==> src/rtl/seq_index_generator.sv <==
// Streaming index generator: on start, emits `count` beats of LANES indices
// spaced by a stride, all reduced modulo SIZE, over a valid/ready handshake.
`timescale 1ns/1ps
module seq_index_generator #(
  parameter int SIZE      = 16,
  parameter int LANES     = 4,
  parameter int MAX_COUNT = 64,
  localparam int W  = $clog2(SIZE),
  localparam int CW = $clog2(MAX_COUNT + 1)
) (
  input  logic               clk,
  input  logic               rst_n,
  input  logic               start,
  input  logic [W-1:0]       base,
  input  logic [W-1:0]       stride,
  input  logic [CW-1:0]      count,
  output logic [LANES*W-1:0] num_out,
  output logic               out_valid,
  input  logic               out_ready,
  output logic               busy,
  output logic               done
);

  typedef enum logic [1:0] {IDLE, RUN, FIN} state_e;

  localparam logic [W:0]    SIZE_X = (W + 1)'(SIZE);
  localparam logic [CW-1:0] MAX_C  = CW'(MAX_COUNT);

  state_e        state_q, state_d;
  logic [W-1:0]  cur_q, cur_d;
  logic [W-1:0]  bstep_q, bstep_d;
  logic [CW-1:0] rem_q, rem_d;
  logic          busy_q, busy_d;
  logic [W-1:0]  off_q [LANES];
  logic [W-1:0]  off_d [LANES];
  logic [W-1:0]  off_c [LANES];
  logic [W-1:0]  bstep_c;
  logic [W-1:0]  acc;
  logic [W-1:0]  base_red, str_red;
  logic [CW-1:0] cnt_clamped;

  function automatic logic [W-1:0] mod_add(input logic [W-1:0] a, input logic [W-1:0] b);
    logic [W:0] s;
    s = {1'b0, a} + {1'b0, b};
    if (s >= SIZE_X) s = s - SIZE_X;
    return s[W-1:0];
  endfunction

  // Inputs are at most 2^W-1 < 2*SIZE, so one conditional subtract reduces them.
  function automatic logic [W-1:0] reduce(input logic [W-1:0] v);
    logic [W:0] x;
    x = {1'b0, v};
    if (x >= SIZE_X) x = x - SIZE_X;
    return x[W-1:0];
  endfunction

  assign base_red    = reduce(base);
  assign str_red     = reduce(stride);
  assign cnt_clamped = (count > MAX_C) ? MAX_C : count;

  // i*str mod SIZE built as a chain of modular adds; the final step is LANES*str.
  always_comb begin
    acc = '0;
    for (int unsigned i = 0; i < LANES; i++) begin
      off_c[i] = acc;
      acc      = mod_add(acc, str_red);
    end
    bstep_c = acc;
  end

  always_comb begin
    state_d = state_q;
    cur_d   = cur_q;
    bstep_d = bstep_q;
    rem_d   = rem_q;
    busy_d  = busy_q;
    off_d   = off_q;
    case (state_q)
      IDLE: begin
        busy_d = 1'b0;
        if (start) begin
          cur_d   = base_red;
          off_d   = off_c;
          bstep_d = bstep_c;
          rem_d   = cnt_clamped;
          if (cnt_clamped != '0) begin
            state_d = RUN;
            busy_d  = 1'b1;
          end else begin
            state_d = FIN;
          end
        end
      end
      RUN: begin
        busy_d = 1'b1;
        if (out_ready) begin
          cur_d = mod_add(cur_q, bstep_q);
          rem_d = rem_q - 1'b1;
          if (rem_q == CW'(1)) state_d = FIN;
        end
      end
      FIN: begin
        busy_d  = 1'b0;
        state_d = IDLE;
      end
      default: begin
        busy_d  = 1'b0;
        state_d = IDLE;
      end
    endcase
  end

  always_ff @(posedge clk) begin
    if (!rst_n) begin
      state_q <= IDLE;
      cur_q   <= '0;
      bstep_q <= '0;
      rem_q   <= '0;
      busy_q  <= 1'b0;
      for (int unsigned i = 0; i < LANES; i++) off_q[i] <= '0;
    end else begin
      state_q <= state_d;
      cur_q   <= cur_d;
      bstep_q <= bstep_d;
      rem_q   <= rem_d;
      busy_q  <= busy_d;
      off_q   <= off_d;
    end
  end

  always_comb begin
    num_out = '0;
    if (state_q == RUN) begin
      for (int unsigned i = 0; i < LANES; i++) num_out[i*W +: W] = mod_add(cur_q, off_q[i]);
    end
  end

  assign out_valid = (state_q == RUN);
  assign done      = (state_q == FIN);
  assign busy      = busy_q;

endmodule

==> config.mk <==
export PLATFORM = sky130hd
export DESIGN_NAME = seq_index_generator
export DESIGN_NICKNAME = d
export VERILOG_FILES = /design/src/rtl/seq_index_generator.sv
export SDC_FILE = /design/constraint.sdc
export NUM_CORES = 1
export LEC_CHECK = 0
export ABC_AREA = 1
export CAP_MARGIN = 20
export CORE_MARGIN = 5
export CORE_UTILIZATION = 26
export DETAILED_ROUTE_END_ITERATION = 10
export PLACE_DENSITY_LB_ADDON = 0.12
export SYNTH_ARGS = -nofsm -noshare
export SYNTH_HDL_FRONTEND = slang
export SYNTH_SLANG_ARGS = --single-unit
==> constraint.sdc <==
create_clock -name clk -period 1.8 [get_ports clk]
set_input_delay 0.36 -clock clk [delete_from_list [all_inputs] [get_ports clk]]
set_output_delay 0.36 -clock clk [all_outputs]
set_load 0.005 [all_outputs]
=== Word level (Yosys, flattened, before mapping) ===
Index checks and enable logic that the tools add are counted.

* $lt $le $gt $ge: 10
* Eq/ne operators: 6
* Reduce and logical (&&, ||, !) cells: 6
* Muxes and demuxes: 25
* Add/subtract/negate cells: 17

{| class="wikitable"
|+ Operators by type and width
! operator !! count
|-
| $mux 4 || 11
|-
| $sub 4x1->4 const B || 9
|-
| $add 4x4->5 || 7
|-
| $ge 5x5->1 const B || 7
|-
| $mux 7 || 3
|-
| $mux 16 || 1
|-
| $pmux 7 s2 || 1
|-
| $ge 4x5->1 const B || 2
|-
| $mux 2 || 4
|-
| $pmux 4 s2 || 1
|-
| $eq 7x1->1 const B || 1
|-
| $gt 7x7->1 const B || 1
|-
| $reduce_bool 7->1 || 1
|-
| $sub 7x1->7 const B || 1
|-
| $reduce_and 3->1 || 2
|-
| $ne 2x1->1 const B || 2
|-
| $pmux 2 s2 || 1
|-
| $eq 2x1->1 const B || 1
|-
| $eq 2x2->1 const B || 1
|-
| $logic_not 2->1 || 1
|-
| $mux 1 || 2
|-
| $ne 2x2->1 const B || 1
|-
| $pmux 1 s2 || 1
|-
| $reduce_and 2->1 || 1
|-
| $reduce_bool 2->1 || 1
|}

* Register bits after elaboration: 30
* Bits of input ports: 19
* Word-level logic and storage cells: 72
* Output and inout bits: 19

=== Longest topological paths before layout ===
Gate-level depths: netlist of the first run.

* Depth after elaboration: 11
* Gate-level depth with buffers: 9

=== Worst setup path after synthesis of the first run ===
Ideal clock, no wire load.

* Kind: input port to flip-flop
* Start: in stride[0]
* End: reg bstep_q[3]
* Arrival time: 1678 ps
* Cell stages on the path: 7
* Required time: 1683 ps
* Slack: 5 ps
* Setup time: 117 ps
* Path through: ha_1 > fa_1 > ha_1 > a21oi_1 > a21oi_1 > nor2_1 > nor2_1

{| class="wikitable"
|+ RTL lines
! element !! line !! source
|-
| from (decl) || 15 || <nowiki>input logic [W-1:0] stride,</nowiki>
|-
| to (signal assigned) || 124 || <nowiki>bstep_q <= bstep_d;</nowiki>
|-
| to (decl) || 31 || <nowiki>logic [W-1:0] bstep_q, bstep_d;</nowiki>
|}

=== Final worst setup path of the first run ===
* Start: reg cur_q[1]
* End: out num_out[7]

* Word-level cells in the longest chain between the ends: 4
* Elaborated cells on any way between the ends: 5

{| class="wikitable"
|+ RTL lines
! element !! line !! source
|-
| from (decl) || 30 || <nowiki>logic [W-1:0] cur_q, cur_d;</nowiki>
|-
| from (signal assigned) || 123 || <nowiki>cur_q <= cur_d;</nowiki>
|-
| $add 4x4->5 * || 44 || <nowiki>s = {1'b0, a} + {1'b0, b};</nowiki>
|-
| $sub 4x1->4 / $ge 5x5->1 (equally long branches) || 45 || <nowiki>if (s >= SIZE_X) s = s - SIZE_X;</nowiki>
|-
| $mux 4 * || 45 ||
|-
| $mux 16 * || 133 || <nowiki>if (state_q == RUN) begin</nowiki>
|-
| to (decl) || 17 || <nowiki>output logic [LANES*W-1:0] num_out,</nowiki>
|}

Mark *: on every way between the ends. The rest lies on a longest branch, timed or not.

==> results.md, run 1 <==
- Once the floorplan was initialized, standard cells occupied 26.76% of the core.
- The iteration count of the initial detailed-routing pass is 4.
- The number of top-level design ports is 38.
- After synthesis the cells add up to 0.001709 mm2.
- The max-slew violation count is 0.
- The number of synthesis warnings is 0.
- Setup repair after global routing could not meet its margin everywhere.
- The number of hold violations in the final report is 0.
- The first routing iteration left 48 violations.
- The y dimension of the die is 91.08 um.
- The count of different cell masters after synthesis is 29.
- The data required time at the worst endpoint is 1.44 ns.
- The area taken by flip-flops and latches is 493.0 um2.
- The floorplan step defined a core boundary enclosing 0.006386 mm2.
- The worst setup path is launched from a flip-flop.
- Counting every instance in the synthesized netlist gives 240.
- The root buffer cell chosen for the clock tree is clkbuf_8.
- The final-stage net count is 340.
- The final reports fail on setup timing.
- Power spread over the standard cell area amounts to 769.9 mW/mm2.
- The setup-violating endpoint count in the final report is 8.
- Wires add up to 4766 um.
- The cell accounting for the most synthesized area is dfxtp_1.
- The completed layout was analyzed and its total power is 1.934 mW.
- After detailed placement, the design holds a cell count of 369.
- The area of the die is 0.008295 mm2.
- The die outline width is 91.08 um.
- Internal power comes to 1.279 mW.
- The register-to-register setup slack is 0.08 ns.
- The final global-route overflow total is 0.
- Data arrives at the worst endpoint at 1.68 ns.
- For the pin with the worst max-slew slack, the measured transition is 0.3862 ns.
- The most used flip-flop cell after synthesis is dfxtp_1.
- The antenna violation net count after detailed routing is 0.
- Across all layers, the routed design uses 1660 vias.
- The run finished, with violations left.
- The leakage power total is 1.147 nW.
- The number of rows in the core area is 29.
- The number of filler instances in the final layout is 678.
- The clock passes through at most 2 buffers.
- In the routed layout, each cell is associated on average with a via count of 4.380.
- Clock tree synthesis inserted a total of 3 buffers.
- The final critical-path required period is 2.043 ns.
- The most instantiated library cell after synthesis is nor2_1.
- Combinational logic is responsible for 39.5% of the overall power.
- The post-CTS clock slew at the launch and capture registers of the worst setup and hold paths is 0.10 ns.
- The combined area of the multi-input logic cells is 0.001169 mm2.
- In this run the number of H-tree levels came out at 1.
- Of the total power, the share spent switching nets is 33.86%.
- The top fanout value on the critical path is 5.
- In the global route stage, overall resource usage came out at 11.60%.
- The wire-length estimate of the detail-placed layout is 3664 um.
- Counting flops with a built-in enable in the synthesized netlist gives 0.
- In the final routed layout, each cell accounts on average for 12.58 um.
- 0 antenna diodes ended up in the layout.
- The part of the power in the clock network is 25.7%.
- The tightest hold path in the finished design has a slack of 0.5021 ns.
- Headroom to the max-slew limit came out at 74.17%.
- The net switching power is 654.9 uW.
- The wire length of the first global-routing pass is 7769 um.
- Cells with a size suffix above 1 make up 27.15% of the layout.
- The async set or reset register ratio after synthesis is 0%.
- The final-layout setup total negative slack is -0.9331 ns.
- Yosys attributes the largest share of cell area to dfxtp_1, ha_1, nor2_1.
- The total nets after synthesis is 277.
- Before CTS, the worst setup slack after placement is -0.5544 ns.
- In this run, flip-flops and latches consume 34.8% of the power.
- The class of the most critical setup path is reg2out.
- Across the VDD grid, the largest voltage drop is 300.9 uV.
- The DRC violations left is 0.
- The initial antenna violation count was 0.
- Counting flops and latches in the post-synthesis netlist gives 24.
- The layout-stage area growth over the synthesis result is 47.00%.
- The maximum number of pins on one net before global-route repair is 16.
- At the end of routability-driven placement, the weighted congestion stood at 0.8180.
- For this run, the top clock speed supported by timing is 489.4 MHz.
- The capturing element type of the critical path is an output pin.
- Across all setup checks in the final design, the least slack found is -0.2433 ns.
- The CTS tree is done.
- The proportion of synthesized chip area in sequential cells is 28.11%.
- The share of the clock period used by the worst path is 113.5%.
- The clock arrives with 0.007795 ns of skew.
- The tool flagged a number of max-cap violations equal to 0.
- Excluding fillers, the count of instances in the completed layout stands at 379.
- The worst hold-check path type is reg2reg.
- Counting instances in the post-synthesis netlist gives the leading cell types as nor2_1, nand2_1, inv_1.
- After synthesis, the largest area contributor takes up 28.11% of total cell area.
- The number of buffers inserted by port buffering is 37.
- The CTS sink count is 24.
- For this design, the CTS-stage hold fixing added 0 buffers.
- For the worst-skew pair, the clock arrives at the later sink with an insertion delay of 0.28 ns.
- Averaged over all synthesized cells, the footprint is 7.121 um2.
- The number of global-route vias before repair was 1545.
==> flip-flops by register name, summed over array words and instances (netlist names) <==
register,flops
rem_q,7
off_q,7
bstep_q,3
cur_q,4
state_q,2
busy,1
==> power groups by stage <==
stage	clock [mW]	sequential, mW	combinational, mW
3_5_place_dp	0	0.670	0.713
5_1_grt	0.531	0.683	0.866
4_1_cts	0.510	0.670	0.754
6_report	0.497	0.672	0.765
3_3_place_gp	0	0.671	0.711
2_1_floorplan	0	0.654	0.436
==> per-stage QoR <==
step / area [um2] / utilization, %
final: 2512 / 39.34
after global placement: 2301 / 36.03
after detailed placement: 2301 / 36.03
after CTS: 2486 / 38.93
after floorplan: 1709 / -
after global routing: 2512 / 39.34
==> timing repair <==
| action | 4_1_cts | 5_1_grt |
|---|---|---|
| endpoints found under the setup margin | 18 | 12 |
| resized for setup | 75 | 13 |
| setup buffers | 6 | 0 |
| pin swaps | 20 | 16 |
==> layout by cell type (no fill, tap or decap), types with 9 or more instances in the layout <==
cell / count
nor2_1: 41
dfxtp_1: 18
inv_1: 25
nand3_1: 9
buf_4: 27
o21ai_1: 11
clkdlybuf4s50_1: 17
o21ai_0: 13
dlygate4sd2_1: 9
nand2_1: 30
a21oi_1: 19
==> worst max-delay path, cell delays in order (launching register included) <==
cell and delay, ns:
dfxtp_4 0.39, buf_6 0.12, ha_4 0.20, a21oi_2 0.10, nor2_1 0.05, nor2_1 0.16, o21ai_1 0.10, a21oi_2 0.14
buf_2 0.13
==> area by class of cell <==
| cell class | count | share of cell area [%] |
|---|---|---|
| Sequential cell | 24 | 19.62 |
| Timing Repair Buffer | 68 | 22.26 |
| Clock inverter | 1 | 1.195 |
| Multi-Input combinational cell | 175 | 46.51 |
| Tap cell | 77 | 3.835 |
| Clock buffer | 3 | 1.643 |
| Inverter | 31 | 4.930 |
==> path summary, 6_finish.rpt <==
path,endpoint,from,depth (start not counted)
hold reg to reg,rem_q[5],rem_q[5],2
hold / removal,rem_q[5],rem_q[5],2
setup reg to reg,cur_q[2],cur_q[1],9
setup / recovery,num_out[7],cur_q[1],8
==> metal layers <==
metal	vias to the layer above	track usage, %	share of wire, %
met5	-	0	0
met4	0	4.768	1.7
met3	6	1.818	3.1
met2	25	17.25	43
met1	731	16.61	52
li1	898	-	-
==> logic make-up after synthesis <==
family / synth area share (%)
DFF: 28.11
buffers and inverters: 10.76
adders and majority gates: 15.37
AOI/OAI and AO/OA: 16.03
and+or+nand+nor: 22.55
xor gates and xnor gates: 7.174
No activity file was read; power rests on OpenSTA's default activity.
==> run 2: changes to the inputs <==
Settings changed: MAX_ROUTING_LAYER set to met4.
==> run 2 against run 1 <==
Non-clock buffer count down 1; flip-flop and latch count unchanged; fmax up 1.4%; routed wire length down 0.57%; combinational power down 0.8%; core utilization down 0.12 points; the flow still finishes with violations (setup timing); cell count down 0.26%; clock power about the same; sequential power about the same; setup slack better by 0.028 ns; die area unchanged; via count down 0.84%; critical path type unchanged.
==> results.md, run 2 (same netlist as run 1, synthesis figures left out) <==
- The flow ran to the end, but the final reports show violations.
- The final reports fail on setup timing.
- The top fanout value on the critical path was 5 (unchanged).
- The clock root buffer master is clkbuf_8.
- The fraction of final layout cells with drive strength greater than 1 came to 26.91% (-0.24 points).
- The buffer and inverter count on the worst path was 2 (unchanged).
- The post-detailed-route wirelength per cell is 12.54 um (-0.30%).
- The y dimension of the die came to 91.08 um (unchanged).
- The transition time at the pin with the least slew margin was 0.3856 ns (-0.0005997 ns).
- In the final layout, the registers with the most flip-flops are off_q (7), rem_q (7), cur_q (4).
- The setup-violating endpoint count in the final report is 8 (unchanged).
- Walking the worst path, the cells encountered are buf_6, ha_4, a21oi_2, nor2_1, nor2_1, o21ai_1, a21oi_2, buf_2.
- The number of max-cap violations is 0 (unchanged).
- The relative max-transition margin came to 74.21% (about the same).
- The data arrival time of the critical path was 1.65 ns (-0.03 ns).
- The post-placement worst setup slack is -0.5544 ns (unchanged).
- The initial core utilization is 26.76% (unchanged).
- The overall fraction of global-route tracks in use is 11.93% (+0.33 points).
- The class of the most critical setup path is reg2out.
- The met3 track demand over resource is 1.653% (-0.17 points).
- The final critical-path required period was 2.015 ns (-0.02840 ns).
- In this run the most critical hold path is launched from rem_q[5].
- The H-tree depth came to 1 (unchanged).
- The layout-stage area growth over the synthesis result is 46.56%.
- The part of the power in the clock network came to 25.9% (+0.2 points).
- The wire length of the first global-routing pass is 7762 um (about the same).
- The DRC violations left came to 0 (unchanged).
- The end point of the worst hold path is rem_q[5].
- The most common library cell in the layout ignoring fill and taps is nor2_1.
- The routed via count is 1646 (-0.84%).
- The worst-case reg-to-reg path depth is 8 (-1).
- The die outline width came to 91.08 um (unchanged).
- The final-stage net count is 339 (-0.29%).
- The iteration count of the initial detailed-routing pass was 4 (unchanged).
- The number of hold-repair buffers added at the cts stage came to 0 (unchanged).
- The final cell count without fillers came to 378 (-0.26%).
- The initial antenna violation count came to 0 (unchanged).
- The share of the clock period used by the worst path is 111.9% (-1.6 points).
- The area of the die is 0.008295 mm2 (unchanged).
- The endpoint identified for the worst register-to-register timing path is cur_q[2].
- The clock tree buffer depth is 2 (unchanged).
- The net switching fraction of the power is 33.94% (+0.086 points).
- The total routed wirelength came to 4739 um (-0.57%).
- STA classifies the critical path startpoint as a flip-flop.
- The leakage power total is 1.142 nW (-0.45%).
- The final weighted congestion in routability-driven placement is 0.8303 (+1.5%).
- The net switching power is 655.5 uW (about the same).
- The total inserted antenna cells came to 0 (unchanged).
- The final global-route overflow total came to 0 (unchanged).
- The max-slew violation count came to 0 (unchanged).
- The maximum clock skew at final layout was 0.007772 ns (-0.00002362 ns).
- The fraction of power consumed by sequential logic is 34.8% (about the same).
- The register-to-register setup slack is 0.20 ns (+0.12 ns).
- The maximum clock frequency is 496.3 MHz (+1.4%).
- The via count normalized by instance count is 4.354 (-0.58%).
- The total clock buffers created by CTS is 3 (unchanged).
- The met2 usage in global routing is 17.25% (unchanged).
- The slowest library cell on the worst path is dfxtp_4.
- The path class of the tightest hold or removal check is reg2reg.
- The antenna violation net count after detailed routing is 0 (unchanged).
- The post-route worst hold slack is 0.5021 ns (-0.00006400 ns).
- The power density over the cells is 770.9 mW/mm2 (+0.14%).
- The number of cells after detailed placement is 369 (unchanged).
- The number of hold violations in the final report is 0 (unchanged).
- The maximum number of pins on one net before global-route repair is 16 (unchanged).
- The HPWL reported at the end of detailed placement came to 3664 um (unchanged).
- The number of top-level design ports is 38 (unchanged).
- The CTS tree is done.
- The power share of the combinational group was 39.3% (-0.2 points).
- The met1 routing resource usage after global routing is 16.66% (+0.050 points).
- In the layout the commonest cells are nor2_1, nand2_1, buf_4, inv_1, a21oi_1.
- The number of filler instances in the final layout is 677 (-0.15%).
- The final-layout setup total negative slack is -0.9116 ns (+0.02148 ns).
- The post-CTS clock slew at the launch and capture registers of the worst setup and hold paths is 0.10 ns (about the same).
- The clock insertion delay at the later pin of the skew report is 0.28 ns (about the same).
- The top cell family by delay on the critical path is flip-flops.
- The worst setup path is captured at an output pin.
- The cell count of the worst hold path came to 2 (unchanged).
- The CTS sink count was 24 (unchanged).
- The number of global-route vias before repair is 1543 (-0.13%).
- The number of rows in the core area is 29 (unchanged).
- The global routing stage identified its most utilized layer as met2.
- The data required time at the worst endpoint is 1.44 ns (about the same).
- The cell-internal power was 1.276 mW (-0.29%).
- The number of buffers inserted by port buffering is 37 (unchanged).
- The startpoint of the most critical register-to-register path is cur_q[1].
- The highest cell delay on the worst timing path is 0.39 ns (about the same).
- The placeable core region is 0.006386 mm2 (unchanged).
- The slack of the critical path was -0.2149 ns (+0.02840 ns).
- The worst IR drop on VDD came to 300.8 uV (about the same).
- The number of violations reported at the end of detailed-routing iteration 0 is 41 (-15%).
- Setup repair after global routing could not meet its margin everywhere.
## run 2: cell types whose count changed in the layout (fill, tap and decap cells not counted), sizes merged
cell	before	now
buf	39	38
## run 2: final cells by class
cell class | instances | area [um2] | share of cell area (%)
Clock buffer | 3 | 41.29 | 1.648
Multi-Input combinational cell | 175 | 1169 | 46.65
Tap cell | 77 | 96.34 | 3.846
Inverter | 31 | 123.9 | 4.945
Timing Repair Buffer | 67 | 551.8 | 22.03
Sequential cell | 24 | 493.0 | 19.68
Clock inverter | 1 | 30.03 | 1.199
## run 2: power by group through the flow
stage / combinational, mW / sequential [mW] / clock (mW)
finish: 0.759 / 0.673 / 0.500
global route: 0.860 / 0.683 / 0.529
CTS: 0.754 / 0.670 / 0.510
detailed placement: 0.713 / 0.670 / 0
global placement: 0.711 / 0.671 / 0
floorplan: 0.436 / 0.654 / 0
## run 2: per-stage QoR
| step | instance area [um2] | utilization (%) | power (mW) |
|---|---|---|---|
| after detailed placement | 2301 | 36.03 | 1.382 |
| after floorplan | 1709 | - | 1.090 |
| after global placement | 2301 | 36.03 | 1.382 |
| after CTS | 2486 | 38.93 | 1.934 |
| final | 2505 | 39.22 | 1.931 |
| after global routing | 2505 | 39.22 | 2.071 |
## run 2: worst max path at each step
stage / startpoint / to / cells past startpoint
finish: cur_q[1] / num_out[7] / 8
global placement: stride[1] / bstep_q[3] / 8
detailed placement: stride[0] / bstep_q[3] / 8
global route: cur_q[1] / num_out[7] / 8
floorplan: stride[0] / bstep_q[3] / 7
CTS: cur_q[1] / num_out[7] / 8
## run 2: worst register-to-register path, stage by stage, from the launching register on
cell and delay (ns):
dfxtp_4 0.41, buf_6 0.11, buf_4 0.12, ha_4 0.13, inv_2 0.03, fa_1 0.49
o21ai_1 0.05, o21ai_1 0.11, a21oi_1 0.04
## run 2: what timing repair did
item | in CTS | in global routing
gates resized for setup | 75 | 13
endpoints found under the setup margin | 18 | 12
setup buffers | 6 | 0
pin swaps | 20 | 16
cloned | 0 | 0
## run 2: routing by layer
layer  routed length (um)  up-vias
li1                     -      893
met1                 2510      726
met2                 2013       21
met3                  126        6
met4                   89        0
met5                    0        -
==> run 3: changes to the inputs <==
Settings changed: MAX_ROUTING_LAYER met4 to unset.
==> results of run 3 <==
No change in the layout: final DEF, timing and power equal those of run 1.
